**src/rtl/regfile_pkg.sv**
```systemverilog
// Shared types and widths for the 8x16 register file write path.
package regfile_pkg;

   localparam int unsigned DATA_W   = 16;
   localparam int unsigned ADDR_W   = 3;
   localparam int unsigned NUM_REGS = 1 << ADDR_W;
   localparam int unsigned WB_DEPTH = 4;

   // One queued register write.
   typedef struct packed {
      logic [ADDR_W-1:0] addr;
      logic [DATA_W-1:0] data;
   } wb_entry_t;

endpackage : regfile_pkg

```
**src/rtl/wb_fifo.sv**
```systemverilog
// In-order storage for pending register writes.
// Ports:
//   clk, rst_n   clock, asynchronous active-low reset
//   push         enqueue request (ignored while full)
//   push_entry   entry to enqueue
//   pop          dequeue request (ignored while empty)
//   head         oldest entry (stale when empty; caller gates with empty)
//   entries      raw storage, indexed by slot
//   valid        per-slot occupancy
//   rd_ptr       slot index of the head entry
//   full, empty  registered queue status
module wb_fifo
   import regfile_pkg::*;
#(
   parameter int unsigned DEPTH = WB_DEPTH
) (
   input  logic                         clk,
   input  logic                         rst_n,
   input  logic                         push,
   input  wb_entry_t                    push_entry,
   input  logic                         pop,
   output wb_entry_t                    head,
   output wb_entry_t [DEPTH-1:0]        entries,
   output logic      [DEPTH-1:0]        valid,
   output logic      [$clog2(DEPTH)-1:0] rd_ptr,
   output logic                         full,
   output logic                         empty
);

   // DEPTH must be a power of two so the pointers wrap on their own width.
   localparam int unsigned PTR_W = $clog2(DEPTH);
   localparam int unsigned CNT_W = PTR_W + 1;

   wb_entry_t [DEPTH-1:0] mem_q;
   logic      [DEPTH-1:0] vld_q;
   logic      [PTR_W-1:0] wr_ptr_q;
   logic      [PTR_W-1:0] rd_ptr_q;
   logic      [CNT_W-1:0] count_q;
   logic      [CNT_W-1:0] count_nxt;
   logic                  full_q;
   logic                  empty_q;
   logic                  push_ok;
   logic                  pop_ok;

   assign push_ok = push && !full_q;
   assign pop_ok  = pop && !empty_q;

   // Next occupancy; a simultaneous push and pop leaves it unchanged.
   always_comb begin
      count_nxt = count_q;
      case ({push_ok, pop_ok})
         2'b10:   count_nxt = count_q + CNT_W'(1);
         2'b01:   count_nxt = count_q - CNT_W'(1);
         default: count_nxt = count_q;
      endcase
   end

   // Storage, pointers and status flags.
   always_ff @(posedge clk or negedge rst_n) begin
      if (!rst_n) begin
         mem_q    <= '0;
         vld_q    <= '0;
         wr_ptr_q <= '0;
         rd_ptr_q <= '0;
         count_q  <= '0;
         full_q   <= 1'b0;
         empty_q  <= 1'b1;
      end else begin
         if (push_ok) begin
            mem_q[wr_ptr_q] <= push_entry;
            vld_q[wr_ptr_q] <= 1'b1;
            wr_ptr_q        <= wr_ptr_q + PTR_W'(1);
         end
         // Push and pop never share a slot: that needs empty or full, each blocking one side.
         if (pop_ok) begin
            vld_q[rd_ptr_q] <= 1'b0;
            rd_ptr_q        <= rd_ptr_q + PTR_W'(1);
         end
         count_q <= count_nxt;
         full_q  <= (count_nxt == CNT_W'(DEPTH));
         empty_q <= (count_nxt == '0);
      end
   end

   assign head    = mem_q[rd_ptr_q];
   assign entries = mem_q;
   assign valid   = vld_q;
   assign rd_ptr  = rd_ptr_q;
   assign full    = full_q;
   assign empty   = empty_q;

   // Occupancy stays within bounds and pop never runs on an empty queue.
   a_no_overflow : assert property (@(posedge clk) disable iff (!rst_n)
      count_q <= CNT_W'(DEPTH));
   a_no_underflow : assert property (@(posedge clk) disable iff (!rst_n)
      !(pop_ok && (count_q == '0)));

endmodule : wb_fifo

```
**src/rtl/reg_writeback_buffer.sv**
```systemverilog
// Write-side initiator for the 8x16 register file: queues ALU and load
// results in order and retires one write per cycle, with bypass lookup and
// a pending mask for hazard detection.
// Ports:
//   clk, rst_n                   clock, asynchronous active-low reset
//   ld_valid/addr/data/ready     load result handshake (fixed priority)
//   alu_valid/addr/data/ready    ALU result handshake
//   sig_regWrite/wrReg_addr/wr_data  regfile write port, driven from queue state
//   rdReg_addr1/2                bypass lookup addresses
//   fwd_hit1/2, fwd_data1/2      youngest queued write for each lookup
//   pending                      per-register "write in flight" mask
//   full, empty                  queue status
module reg_writeback_buffer
   import regfile_pkg::*;
#(
   parameter int unsigned DEPTH = WB_DEPTH
) (
   input  logic                clk,
   input  logic                rst_n,
   input  logic                ld_valid,
   input  logic [ADDR_W-1:0]   ld_addr,
   input  logic [DATA_W-1:0]   ld_data,
   output logic                ld_ready,
   input  logic                alu_valid,
   input  logic [ADDR_W-1:0]   alu_addr,
   input  logic [DATA_W-1:0]   alu_data,
   output logic                alu_ready,
   output logic                sig_regWrite,
   output logic [ADDR_W-1:0]   wrReg_addr,
   output logic [DATA_W-1:0]   wr_data,
   input  logic [ADDR_W-1:0]   rdReg_addr1,
   input  logic [ADDR_W-1:0]   rdReg_addr2,
   output logic                fwd_hit1,
   output logic [DATA_W-1:0]   fwd_data1,
   output logic                fwd_hit2,
   output logic [DATA_W-1:0]   fwd_data2,
   output logic [NUM_REGS-1:0] pending,
   output logic                full,
   output logic                empty
);

   localparam int unsigned PTR_W = $clog2(DEPTH);

   wb_entry_t             push_entry;
   wb_entry_t             head;
   wb_entry_t [DEPTH-1:0] entries;
   logic      [DEPTH-1:0] valid;
   logic      [PTR_W-1:0] rd_ptr;
   logic                  push;
   logic                  q_full;
   logic                  q_empty;
   logic      [PTR_W-1:0] scan_idx;

   // Readies look only at registered occupancy and ld_valid.
   assign ld_ready  = !q_full;
   assign alu_ready = !q_full && !ld_valid;
   assign push      = (ld_valid && ld_ready) || (alu_valid && alu_ready);

   // Load wins the single enqueue slot.
   always_comb begin
      push_entry = '0;
      if (ld_valid) begin
         push_entry.addr = ld_addr;
         push_entry.data = ld_data;
      end else begin
         push_entry.addr = alu_addr;
         push_entry.data = alu_data;
      end
   end

   wb_fifo #(
      .DEPTH (DEPTH)
   ) u_fifo (
      .clk        (clk),
      .rst_n      (rst_n),
      .push       (push),
      .push_entry (push_entry),
      .pop        (!q_empty),
      .head       (head),
      .entries    (entries),
      .valid      (valid),
      .rd_ptr     (rd_ptr),
      .full       (q_full),
      .empty      (q_empty)
   );

   // Head retires every non-empty cycle; address and data forced to 0 otherwise.
   assign sig_regWrite = !q_empty;
   assign wrReg_addr   = q_empty ? '0 : head.addr;
   assign wr_data      = q_empty ? '0 : head.data;
   assign full         = q_full;
   assign empty        = q_empty;

   // Bypass: walk oldest to youngest so the last match left standing is the youngest.
   always_comb begin
      fwd_hit1  = 1'b0;
      fwd_data1 = '0;
      fwd_hit2  = 1'b0;
      fwd_data2 = '0;
      scan_idx  = '0;
      for (int unsigned k = 0; k < DEPTH; k++) begin
         scan_idx = rd_ptr + PTR_W'(k);
         if (valid[scan_idx] && (entries[scan_idx].addr == rdReg_addr1)) begin
            fwd_hit1  = 1'b1;
            fwd_data1 = entries[scan_idx].data;
         end
         if (valid[scan_idx] && (entries[scan_idx].addr == rdReg_addr2)) begin
            fwd_hit2  = 1'b1;
            fwd_data2 = entries[scan_idx].data;
         end
      end
   end

   // Pending mask: any occupied slot targeting register r.
   always_comb begin
      pending = '0;
      for (int unsigned r = 0; r < NUM_REGS; r++) begin
         for (int unsigned i = 0; i < DEPTH; i++) begin
            if (valid[i] && (entries[i].addr == ADDR_W'(r))) begin
               pending[r] = 1'b1;
            end
         end
      end
   end

endmodule : reg_writeback_buffer

```
**config.mk**
```make
export PLATFORM = sky130hd
export DESIGN_NAME = reg_writeback_buffer
export DESIGN_NICKNAME = d
export VERILOG_FILES = /design/src/rtl/regfile_pkg.sv /design/src/rtl/wb_fifo.sv /design/src/rtl/reg_writeback_buffer.sv
export SDC_FILE = /design/constraint.sdc
export NUM_CORES = 1
export LEC_CHECK = 0
export CORE_ASPECT_RATIO = 0.6
export CORE_MARGIN = 1.5
export CORE_UTILIZATION = 50
export CTS_CLUSTER_DIAMETER = 200
export DETAILED_ROUTE_END_ITERATION = 10
export PLACE_DENSITY = 0.75
export SYNTH_ARGS = -nofsm -noshare
export SYNTH_HDL_FRONTEND = slang
export SYNTH_SLANG_ARGS = --single-unit
```
**constraint.sdc**
```tcl
create_clock -name clk -period 11.78 [get_ports clk]
set_input_delay 1.178 -clock clk [delete_from_list [all_inputs] [get_ports clk]]
set_output_delay 1.178 -clock clk [all_outputs]
set_load 0.01 [all_outputs]
```
[Word-level counts from Yosys, hierarchy flattened]
Index checks and enable logic that the tools add are counted.
Storage, ports and cells
  input port bits: 48
  logic and storage cells: 201
  output and inout bits: 66
  flip-flop bits (word level): 89
Operators by class
  reductions and logical operators: 55
  order comparisons: 7
  bitwise gates (word level): 3
  muxes and demuxes: 77
  equality and inequality tests: 39
  $add $sub $neg: 6
Operators by type and width (count)
  $bmux W19 S2: 4
  $mux W16: 9
  $mux W19: 6
  $bwmux W76: 1
  $eq A3 B3 Y1 const B: 17
  $logic_and A1 B1 Y1: 46
  $mux W1: 46
  $demux W19 S2: 1
  $eq A3 B2 Y1 const B: 8
  $eq A3 B3 Y1: 8
  $logic_not A3 Y1: 5
  $lt A2 B3 Y1 const B: 5
  $eq A3 B1 Y1 const B: 4
  $bmux W1 S2: 4
  $mux W4: 2
  $pmux W3 S2: 1
  $add A2 B1 Y2 const B: 2
  $add A2 B2 Y2 const B: 2
  $and A4 B4 Y4: 1
  $demux W1 S2: 2
  $ge A2 B1 Y1 const B: 2
  $not A4 Y4: 1
  $or A4 B4 Y4: 1
  $add A3 B1 Y3 const B: 1
  6 further kinds: 8

[Depth between registers and ports, before layout]
Gate-level depths: netlist of the first run.
  word-level depth: 8
  gate-level depth with buffers: 16
  gate-level depth less buffers: 9

[By module]
From an unflattened synthesis of the first run, not the netlist that was laid out.
Second synthesis, totals
  cells, all modules: 810
  area total of the unflattened synthesis: 8411.8 µm²
Modules (own cells, without submodules)
  reg_writeback_buffer: sequential area each 0.0 µm², instances 1, area each 4329.2 µm², cells an instance 567
  wb_fifo: sequential area each 2228.4 µm², instances 1, area each 4082.7 µm², cells an instance 243

[Worst setup path after synthesis of the first run]
No wires, ideal clock.
  path type: reg2out
  start point: register u_fifo.rd_ptr_q[0], in the netlist u_fifo.rd_ptr[0]
  end point: output port fwd_data1[4]
  path buffers: 7
  data required time: 10.602 ns
  setup slack: 6.551 ns
  arrival time: 4.051 ns
  cell stages (with the launch flop): 16
  path through: dfrtp_1 > buf_6 > buf_4 > buf_4 > buf_2 > buf_2 > inv_1 > ha_1 > buf_2 > mux4_2 > xor2_1 > nor3_4 > a2111oi_4 > buf_6 > a221oi_2 > o31ai_2
Between the ends
  elaborated cells between the ends (all ways): 31
  classes of those cells: add/sub: 3; eq/ne: 4; mux: 20; reduce/logical: 4
RTL lines
  from (decl): line wb_fifo.sv:37  | logic [PTR_W-1:0] rd_ptr_q;
  from (signal assigned): line wb_fifo.sv:77  | rd_ptr_q <= rd_ptr_q + PTR_W'(1);
  $add A2 B2 Y2 *: line reg_writeback_buffer.sv:102  | scan_idx = rd_ptr + PTR_W'(k);
  named net scan_idx[0]: line reg_writeback_buffer.sv:52  | logic [PTR_W-1:0] scan_idx;
  $bmux W19 S2: line reg_writeback_buffer.sv:103, reg_writeback_buffer.sv:105
  $mux W19 (implied by the code): line reg_writeback_buffer.sv:105  | fwd_data1 = entries[scan_idx].data;
  $eq A3 B3 Y1: line reg_writeback_buffer.sv:103  | if (valid[scan_idx] && (entries[scan_idx].addr == rdReg_addr1)) begin
  $logic_and A1 B1 Y1: line reg_writeback_buffer.sv:103
  $mux W16 *: line reg_writeback_buffer.sv:103
  to (decl): line reg_writeback_buffer.sv:34  | output logic [DATA_W-1:0] fwd_data1,
Mark *: on every way through the listed nets, which the timed path passes. The rest lies on a longest branch. The select of a mux whose other input is x is not followed.

[Final worst setup path of the first run]
  start point: register u_fifo.rd_ptr_q[0], in the netlist u_fifo.rd_ptr[0]
  end point: output port fwd_data1[2]
Same word-level chain as after synthesis.

==> run summary, run 1 <==
Slew Viols, Final = 0
Switching portion of total power = 0.462
Top Ports = 114
Worst r2r src = u_fifo.empty$_DFF_PN1_
Setup crit end kind = primary output
Max VDD drop = 0.140 mV
Min-delay src = u_fifo.count_q[2]$_DFF_PN0_
Least-Margin Pin Slew = 1.23 ns
Final Power = 3.29 mW
Tcrit/Tclk final = 0.571
Reg clk slew, reported paths = 0.06 ns
Largest net degree at the start of global routing = 90
Crit path largest cell delay = 1.10 ns
Drt initial violations = 745
Static Leak = 3.42 nW
FF-to-FF End = u_fifo.full$_DFF_PN0_
Ys flop type = dfrtp_1
Clock Skew = 0.00656 ns
Minimum clock period = 6.73 ns
Nets = 829
Commonest cells after routing, fill and taps aside = nand2_1, clkdlybuf4s50_1, dfrtp_1
Synth area leader = dfrtp_1
Final core utilization = 0.610
Clk pwr share = 0.092
Fraction of layout cells with a size suffix above 1 = 0.170
Asr flop ratio synth = 1.00
Drt pass-1 iters = 5
Routed WL per cell = 22.3 um
Core ar. = 0.0144 mm^2
P_sw = 1.52 mW
Root Buffer = clkbuf_16
Antenna cells = 0
PortBufs = 113
Register share of total power = 0.222
TritonCTS Buffers = 9
Commonest non-fill, non-tap cell in the layout = nand2_1
Die H = 96.7 um
Achievable Freq = 149 MHz
H-tree levels = 3
GRT Util Overall = 0.288
CTS Hold Buffers Added = 0
GPL Wtd Cong = 0.921
Via-to-Cell Ratio = 6.67
Top-area cell type share of the netlist area = 0.301
Unique masters post-synth = 44
HPWL Detailed = 16000 um
Antenna Nets Post-Route = 0
Die W = 159 um
Cell count after synthesis = 708
RSZ-0062 raised after global routing = false
Setup-failing EPs final = 0
Worst Hold Class = reg -> reg
Rel. slew slack = 0.176
Pwr dens = 376 mW/mm^2
Cells along the critical path = inv_1 > ha_2 > mux4_2 > xor2_1 > nor3_4 > a2111oi_4 > a221oi_1 > o31ai_1 > clkdlybuf4s50_1
Synth Register Bits = 89
# clock sinks = 89
WHS Path Cells = 1
Max FO, Critical Path = 41
Area growth syn-to-layout = 19.9%
Via count of the first global-routing pass = 5973
Outcome = finished, final reports clean
Reg2Reg Depth = 6
Register area share after synthesis = 0.304
CP bufs+invs = 2
CP required = 10.60 ns
Mapped Area = 0.00732 mm^2
Die ar. = 0.0154 mm^2
Nature of the critical path startpoint = flip-flop
Syn Nets = 766
CTS tree = built
Row count = 34
Starting Density = 0.509
Slowest stage cell, crit path = a2111oi_4
Setup bufs post-CTS = 0
Post-synth EDFFs = 0
GRT overflow = 0
Setup_tns = 0 ns
Maximum root-to-sink buffer count = 2
Max-cap violations = 0
Vias = 6495
Comb power frac = 0.686
Worst R2R Setup Slack = 9.12 ns
Hold worst-path end = u_fifo.count_q[2]$_DFF_PN0_
Antenna violations before repair = 0
Post-CTS Resized = 0
Yosys warns = 0
Final hold violations = 0
# DRC = 0
Mapped Avg Cell Area = 10.3 um^2
CP arrival = 5.55 ns
Int Power = 1.77 mW
Synth area leaders = dfrtp_1, mux4_2, nand2_1
First-pass GRT wire length = 34500 um
DRT Wirelength = 21700 um
Critical path's top delay family = compound AO/OA/AOI/OAI gates
Worst-Skew Late Latency = 0.33 ns
Critical path type = reg -> out
power groups by stage:
stage | clock network (mW) | logic, mW | registers, mW
2_1_floorplan | 0 | 1.59 | 0.569
3_3_place_gp | 0 | 2.17 | 0.686
3_5_place_dp | 0 | 2.22 | 0.714
4_1_cts | 0.305 | 2.23 | 0.711
5_1_grt | 0.317 | 2.42 | 0.752
6_report | 0.304 | 2.26 | 0.731
state kept, by name, indices dropped and copies added, names as in the netlist:
| signal | count |
|---|---|
| u_fifo.valid | 4 |
| u_fifo.empty | 1 |
| u_fifo.count_q | 3 |
| u_fifo.rd_ptr | 2 |
| u_fifo.wr_ptr_q | 2 |
| u_fifo.full | 1 |
| u_fifo.entries | 76 |
metrics by stage:
step / worst slack (ns) / instance area, um^2 / hold slack (ns) / cells
5_1_grt: 4.66 / 8770 / 0.506 / 974
3_5_place_dp: 5.40 / 8450 / 0.472 / 958
4_1_cts: 5.08 / 8770 / 0.486 / 974
2_1_floorplan: 6.55 / 7320 / 0.446 / 708
3_3_place_gp: 5.59 / 8450 / 0.464 / 958
6_report: 5.05 / 8770 / 0.478 / 974
cells by family (layout without fill, tap and decap cells):
kind of cell | after synthesis | after routing | share of synthesized area
AO/OA/AOI/OAI | 171 | 171 | 0.173
XOR/XNOR | 27 | 27 | 0.0333
adder cells (fa/ha/maj) | 10 | 10 | 0.0181
multiplexers | 108 | 108 | 0.283
buffers and inverters | 73 | 141 | 0.0434
flip-flops | 89 | 89 | 0.304
AND/OR/NAND/NOR | 230 | 230 | 0.145
routing by layer:
| metal | up-vias | global-route usage | share of wire |
|---|---|---|---|
| met1 | 3193 | 0.461 | 0.43 |
| li1 | 2791 | - | - |
| met4 | 0 | 0.0508 | 0.0080 |
| met3 | 23 | 0.113 | 0.17 |
| met5 | - | 0 | 0 |
| met2 | 488 | 0.362 | 0.39 |
worst max-delay path by stage:
| stage | start | to | cells past startpoint |
|---|---|---|---|
| after CTS | u_fifo.rd_ptr[0]$_DFFE_PN0N_ | fwd_data1[2] | 9 |
| after floorplan | u_fifo.rd_ptr[0]$_DFFE_PN0N_ | fwd_data1[4] | 15 |
| after global routing | u_fifo.rd_ptr[0]$_DFFE_PN0N_ | fwd_data1[2] | 9 |
| after global placement | u_fifo.rd_ptr[0]$_DFFE_PN0N_ | fwd_data1[15] | 9 |
| after detailed placement | u_fifo.rd_ptr[0]$_DFFE_PN0N_ | fwd_data1[2] | 9 |
| final | u_fifo.rd_ptr[0]$_DFFE_PN0N_ | fwd_data1[2] | 9 |
cell type report:
cell class | instances | area [um^2]
clock buffer | 12 | 246
clock inverter | 4 | 76.3
fill | 1146 | 5610
inverter | 8 | 30.0
multi-input combinational | 546 | 4780
sequential | 89 | 2230
tap | 198 | 248
timing repair buffer | 117 | 1160
cell usage after synthesis (9+ instances only):
master,instances
a21oi_1,9
a221oi_1,22
a221oi_2,10
and2_1,37
buf_2,14
clkbuf_1,41
dfrtp_1,88
ha_1,9
mux2i_1,27
mux4_2,76
nand2_1,122
nor2_1,42
o21ai_0,77
o31ai_1,23
o31ai_2,10
xnor2_1,12
xor2_1,14
Note: power is estimated with default switching activity, not from simulation.
==> run 2, diff against run 1 <==
Clock period 11.78 ns to 7 ns, I/O delays scaled along.
==> run 2 against run 1 <==
Effect of this change: wire length shrank 1.5%; clock-buffer cell count shrank 2; global-route usage shrank 0.64 points; clock power grew 44%; critical path type unchanged; critical endpoint is now fwd_data1[3]; largest power group unchanged.
==> run summary, run 2 (synthesized netlist as in run 1, its figures left out) <==
Outcome = finished, final reports clean (unchanged)
GPL Wtd Cong = 0.958 (was 0.921)
Worst R2R Setup Slack = 4.28 ns (was 9.12 ns)
Antenna cells = 0 (unchanged)
Antenna violations before repair = 0 (unchanged)
GRT Util Overall = 0.281 (was 0.288)
Static Leak = 3.41 nW (was 3.42 nW)
First-pass GRT wire length = 33900 um (was 34500 um)
Final hold violations = 0 (unchanged)
Critical path origin = u_fifo.rd_ptr[0]$_DFFE_PN0N_ (unchanged)
Drt initial violations = 699 (was 745)
Pwr dens = 629 mW/mm^2 (was 376 mW/mm^2)
Achievable Freq = 158 MHz
Area growth syn-to-layout = 19.7% (was 19.9%)
Commonest non-fill, non-tap cell in the layout = nand2_1 (unchanged)
Critical path type = reg -> out (unchanged)
Drt pass-1 iters = 5 (unchanged)
# clock sinks = 89 (unchanged)
Root Buffer = clkbuf_16 (unchanged)
PortBufs = 113 (unchanged)
Vias = 6510 (was 6495)
Die ar. = 0.0154 mm^2 (unchanged)
Minimum clock period = 6.31 ns
Core ar. = 0.0144 mm^2 (unchanged)
DRT Wirelength = 21300 um (was 21700 um)
Starting Density = 0.509 (unchanged)
H-tree levels = 3 (unchanged)
Rel. slew slack = 0.127 (was 0.176)
Max-cap violations = 0 (unchanged)
Max FO, Critical Path = 46 (was 41)
CP arrival = 5.61 ns (was 5.55 ns)
HPWL Detailed = 16000 um (about the same)
Worst-Skew Late Latency = 0.34 ns (was 0.33 ns)
Top Ports = 114 (unchanged)
Via-to-Cell Ratio = 6.65 (was 6.67)
Placed insts = 963 (was 958)
Setup bufs post-CTS = 0 (unchanged)
Setup_tns = 0 ns (unchanged)
Via count of the first global-routing pass = 5960 (was 5973)
Die H = 96.7 um (unchanged)
# DRC = 0 (unchanged)
Max VDD drop = 0.245 mV (was 0.140 mV)
CTS Hold Buffers Added = 0 (unchanged)
Reg clk slew, reported paths = 0.06 ns (about the same)
Maximum root-to-sink buffer count = 2 (unchanged)
Routed WL per cell = 21.8 um (was 22.3 um)
TritonCTS Buffers = 9 (unchanged)
Tcrit/Tclk final = 0.902
FF-to-FF End = u_fifo.entries[47]$_DFFE_PN0P_ (was u_fifo.full$_DFF_PN0_)
Non-filler cells, final = 979 (was 974)
Nature of the critical path startpoint = flip-flop (unchanged)
Setup crit end kind = primary output (unchanged)
Die W = 159 um (unchanged)
RSZ-0062 raised after global routing = false (unchanged)
Commonest cells after routing, fill and taps aside = nand2_1, clkdlybuf4s50_1, dfrtp_1 (unchanged)
CTS tree = built (unchanged)
Least-Margin Pin Slew = 1.31 ns (was 1.23 ns)
Nets = 834 (was 829)
Worst Hold Class = in -> async (was reg -> reg)
Setup-failing EPs final = 0 (unchanged)
GRT overflow = 0 (unchanged)
Fraction of layout cells with a size suffix above 1 = 0.177 (was 0.170)
Reg2Reg Depth = 4 (was 6)
Worst r2r src = u_fifo.full$_DFF_PN0_ (was u_fifo.empty$_DFF_PN1_)
Slew Viols, Final = 0 (unchanged)
CP required = 6.30 ns (was 10.60 ns)
Row count = 34 (unchanged)
Clock Skew = 0.00534 ns (was 0.00656 ns)
Max reg flops = 76 (unchanged)
Post-CTS Resized = 0 (unchanged)
Final core utilization = 0.609 (was 0.610)
Antenna Nets Post-Route = 0 (unchanged)
Largest net degree at the start of global routing = 57 (was 90)
run 2: cell types whose count changed in the layout (fill, tap and decap cells not counted):
cell / before / now
buf_4: 5 / 10
bufinv_16: 2 / 0
clkbuf_1: 2 / 1
clkbuf_8: 1 / 0
clkinv_2: 0 / 1
clkinv_4: 1 / 2
clkinvlp_4: 1 / 3
run 2: where the power goes:
part	switching (mW)	internal [mW]	leakage, nW
clock	0.198	0.241	0.125
sequential	0.448	0.763	1.10
combinational	1.96	1.90	2.19
total	2.60	2.90	3.41
run 2: per-stage QoR:
step	instance area, um^2	hold WS (ns)	power [mW]	setup WS (ns)
floorplan	7320	0.404	3.64	2.25
global placement	8490	0.459	4.79	1.29
detailed placement	8490	0.464	4.97	1.02
CTS	8760	0.307	5.43	0.658
global route	8760	0.327	5.82	0.188
finish	8760	0.296	5.51	0.688
run 2: how the worst max path moves through the flow:
stage                                to  slack (ns)  cells after the start
after floorplan            fwd_data1[4]        2.25                     15
after detailed placement   fwd_data1[3]        1.02                     10
final                      fwd_data1[3]        0.69                     10
after global placement    fwd_data1[15]        1.29                     10
after global routing       fwd_data1[3]        0.19                     10
after CTS                  fwd_data1[3]        0.66                     10
run 2: layout make-up:
| cell class | instances | area [um^2] |
|---|---|---|
| Fill cell | 1154 | 5620 |
| Clock inverter | 6 | 45.0 |
| Inverter | 8 | 30.0 |
| Tap cell | 198 | 248 |
| Multi-Input combinational cell | 546 | 4780 |
| Clock buffer | 10 | 229 |
| Timing Repair Buffer | 122 | 1200 |
| Sequential cell | 89 | 2230 |
run 2: worst max-delay path, cell delays in order, from the launching register on:
cell,delay (ns)
dfrtp_4,0.89
inv_1,0.16
ha_2,0.36
buf_4,0.48
mux4_2,0.62
xor2_1,0.26
nor3_4,0.19
a2111oi_4,1.11
a221oi_1,0.24
o31ai_1,0.34
clkdlybuf4s50_1,0.59
run 2: per-layer routing:
metal / vias up / global-route usage / part of all wire
met1: 3150 / 0.448 / 0.44
met2: 527 / 0.368 / 0.40
met3: 31 / 0.0926 / 0.16
li1: 2802 / - / -
met5: - / 0 / 0
met4: 0 / 0.0544 / 0.0089
==> run 3, diff against run 2 <==
Settings changed: MAX_ROUTING_LAYER from default to met4.
==> run 3 against run 2 <==
Effect of this change: global-route usage increased by 1.4 points; power is 0.81% higher; sequential power barely moved; critical endpoint is now fwd_data1[0].
==> run summary, run 3 (synthesized netlist as in run 1, its figures left out) <==
Row count = 34 (unchanged)
First-pass GRT wire length = 34700 um (was 33900 um)
Routed WL per cell = 22.3 um (was 21.8 um)
Setup bufs post-CTS = 0 (unchanged)
RSZ-0062 raised after global routing = false (unchanged)
Achievable Freq = 159 MHz (was 158 MHz)
WHS Path Cells = 1
Reg2Reg Depth = 4 (unchanged)
Die ar. = 0.0154 mm^2 (unchanged)
Root Buffer = clkbuf_16 (unchanged)
Critical path type = reg -> out (unchanged)
Via-to-Cell Ratio = 6.67 (was 6.65)
# clock sinks = 89 (unchanged)
Slowest stage cell, crit path = a2111oi_4 (unchanged)
HPWL Detailed = 16100 um (was 16000 um)
Antenna cells = 0 (unchanged)
Die H = 96.7 um (unchanged)
P_sw = 2.59 mW (was 2.60 mW)
Area growth syn-to-layout = 19.9% (was 19.7%)
GPL Wtd Cong = 0.964 (was 0.958)
Layout fillers = 1134 (was 1154)
Commonest cells after routing, fill and taps aside = nand2_1, clkdlybuf4s50_1, dfrtp_1 (unchanged)
Clock Skew = 0.00468 ns (was 0.00534 ns)
Tcrit/Tclk final = 0.901 (was 0.902)
Comb power frac = 0.692 (was 0.700)
GRT overflow = 0 (unchanged)
Register share of total power = 0.221 (was 0.220)
Worst-Skew Late Latency = 0.33 ns (was 0.34 ns)
Crit path largest cell delay = 1.12 ns (was 1.11 ns)
Post-DP Area = 0.00847 mm^2 (was 0.00849 mm^2)
Worst R2R Setup Slack = 4.30 ns (was 4.28 ns)
Max FO, Critical Path = 46 (unchanged)
DRT Wirelength = 21800 um (was 21300 um)
Non-filler cells, final = 977 (was 979)
PortBufs = 113 (unchanged)
Int Power = 2.96 mW (was 2.90 mW)
Fraction of layout cells with a size suffix above 1 = 0.172 (was 0.177)
Max-cap violations = 0 (unchanged)
Drt pass-1 iters = 5 (unchanged)
Final instance area = 0.00877 mm^2 (was 0.00876 mm^2)
Least-Margin Pin Slew = 1.24 ns (was 1.31 ns)
Via count of the first global-routing pass = 5992 (was 5960)
Static Leak = 3.42 nW (was 3.41 nW)
CTS tree = built (unchanged)
GRT Util Overall = 0.295 (was 0.281)
Max VDD drop = 0.246 mV (was 0.245 mV)
Vias = 6520 (was 6510)
Nature of the critical path startpoint = flip-flop (unchanged)
Placed insts = 961 (was 963)
Top Ports = 114 (unchanged)
Largest net degree at the start of global routing = 90 (was 57)
TritonCTS Buffers = 9 (unchanged)
Setup crit end kind = primary output (unchanged)
Antenna Nets Post-Route = 0 (unchanged)
Nets = 832 (was 834)
Clk pwr share = 0.086 (was 0.080)
Outcome = finished, final reports clean (unchanged)
Setup-failing EPs final = 0 (unchanged)
Core ar. = 0.0144 mm^2 (unchanged)
Rel. slew slack = 0.169 (was 0.127)
Area occupied by multi-input gates = 0.00478 mm^2 (unchanged)
Starting Density = 0.509 (unchanged)
Max reg flops = 76 (unchanged)
Antenna violations before repair = 0 (unchanged)
CP arrival = 5.61 ns (about the same)
H-tree levels = 3 (unchanged)
Minimum clock period = 6.31 ns (about the same)
Switching portion of total power = 0.466 (was 0.473)
CTS Hold Buffers Added = 0 (unchanged)
Post-CTS Resized = 0 (unchanged)
Register area = 0.00223 mm^2 (unchanged)
Reg clk slew, reported paths = 0.06 ns (about the same)
Final hold violations = 0 (unchanged)
Cells along the critical path = inv_1 > ha_2 > mux4_2 > xor2_1 > nor3_4 > a2111oi_4 > a221oi_1 > o31ai_1 > clkdlybuf4s50_1 (was inv_1 > ha_2 > buf_4 > mux4_2 > xor2_1 > nor3_4 > a2111oi_4 > a221oi_1 > o31ai_1 > clkdlybuf4s50_1)
Maximum root-to-sink buffer count = 2 (unchanged)
Drt initial violations = 721 (was 699)
Worst Hold Class = reg -> reg (was in -> async)
Final Power = 5.55 mW (was 5.51 mW)
Pwr dens = 633 mW/mm^2 (was 629 mW/mm^2)
# DRC = 0 (unchanged)
Commonest non-fill, non-tap cell in the layout = nand2_1 (unchanged)
Slew Viols, Final = 0 (unchanged)
Setup_tns = 0 ns (unchanged)
CP required = 6.30 ns (about the same)
Die W = 159 um (unchanged)
run 3: cell types whose count changed in the layout (fill, tap and decap cells not counted):
cell	before	now
clkinvlp_4	3	1
clkinv_4	2	0
clkinv_2	1	0
buf_4	10	8
clkbuf_8	0	2
clkbuf_1	1	3
bufinv_16	0	1
run 3: path summary, 6_finish.rpt:
check                                        startpoint                        endpoint
max in group asynchronous                         rst_n    u_fifo.rd_ptr[0]$_DFFE_PN0N_
min reg2reg                 u_fifo.count_q[2]$_DFF_PN0_     u_fifo.count_q[2]$_DFF_PN0_
max                        u_fifo.rd_ptr[0]$_DFFE_PN0N_                    fwd_data1[0]
min in group asynchronous                         rst_n   u_fifo.entries[8]$_DFFE_PN0P_
max reg2reg                       u_fifo.full$_DFF_PN0_  u_fifo.entries[50]$_DFFE_PN0P_
min                         u_fifo.count_q[2]$_DFF_PN0_     u_fifo.count_q[2]$_DFF_PN0_
run 3: final cells by class:
class,count,share of cell area
Timing Repair Buffer,120,0.135
Inverter,8,0.00342
Sequential cell,89,0.254
Clock buffer,14,0.0301
Clock inverter,2,0.00428
Multi-Input combinational cell,546,0.545
Tap cell,198,0.0282
run 3: through the flow:
step / setup slack, ns / util / hold slack (ns)
floorplan: 2.25 / - / 0.404
global placement: 1.33 / 0.589 / 0.459
detailed placement: 1.01 / 0.589 / 0.502
CTS: 0.650 / 0.610 / 0.502
global route: 0.356 / 0.610 / 0.520
finish: 0.694 / 0.610 / 0.495
run 3: power groups by stage:
stage          Combinational [mW]  Clock, mW  Sequential [mW]
2_1_floorplan                2.68          0            0.958
5_1_grt                      4.10      0.511             1.27
6_report                     3.84      0.479             1.23
4_1_cts                      3.80      0.484             1.20
3_5_place_dp                 3.77          0             1.20
3_3_place_gp                 3.66          0             1.15
run 3: worst max-delay path: cells and delay by family (launching register included):
| family | cells | cell delay, ns |
|---|---|---|
| muxes | 1 | 0.65 |
| DFF | 1 | 0.89 |
| buffers and inverters | 2 | 0.76 |
| AOI/OAI and AO/OA | 3 | 1.71 |
| xor gates and xnor gates | 1 | 0.27 |
| adders and majority gates | 1 | 0.80 |
| and+or+nand+nor | 1 | 0.19 |
run 3: routing by layer:
metal,up-vias,global-route usage,share of wire
li1,2801,-,-
met1,3181,0.451,0.43
met2,513,0.379,0.41
met3,25,0.0973,0.15
met4,0,0.0544,0.0089
met5,-,-,0
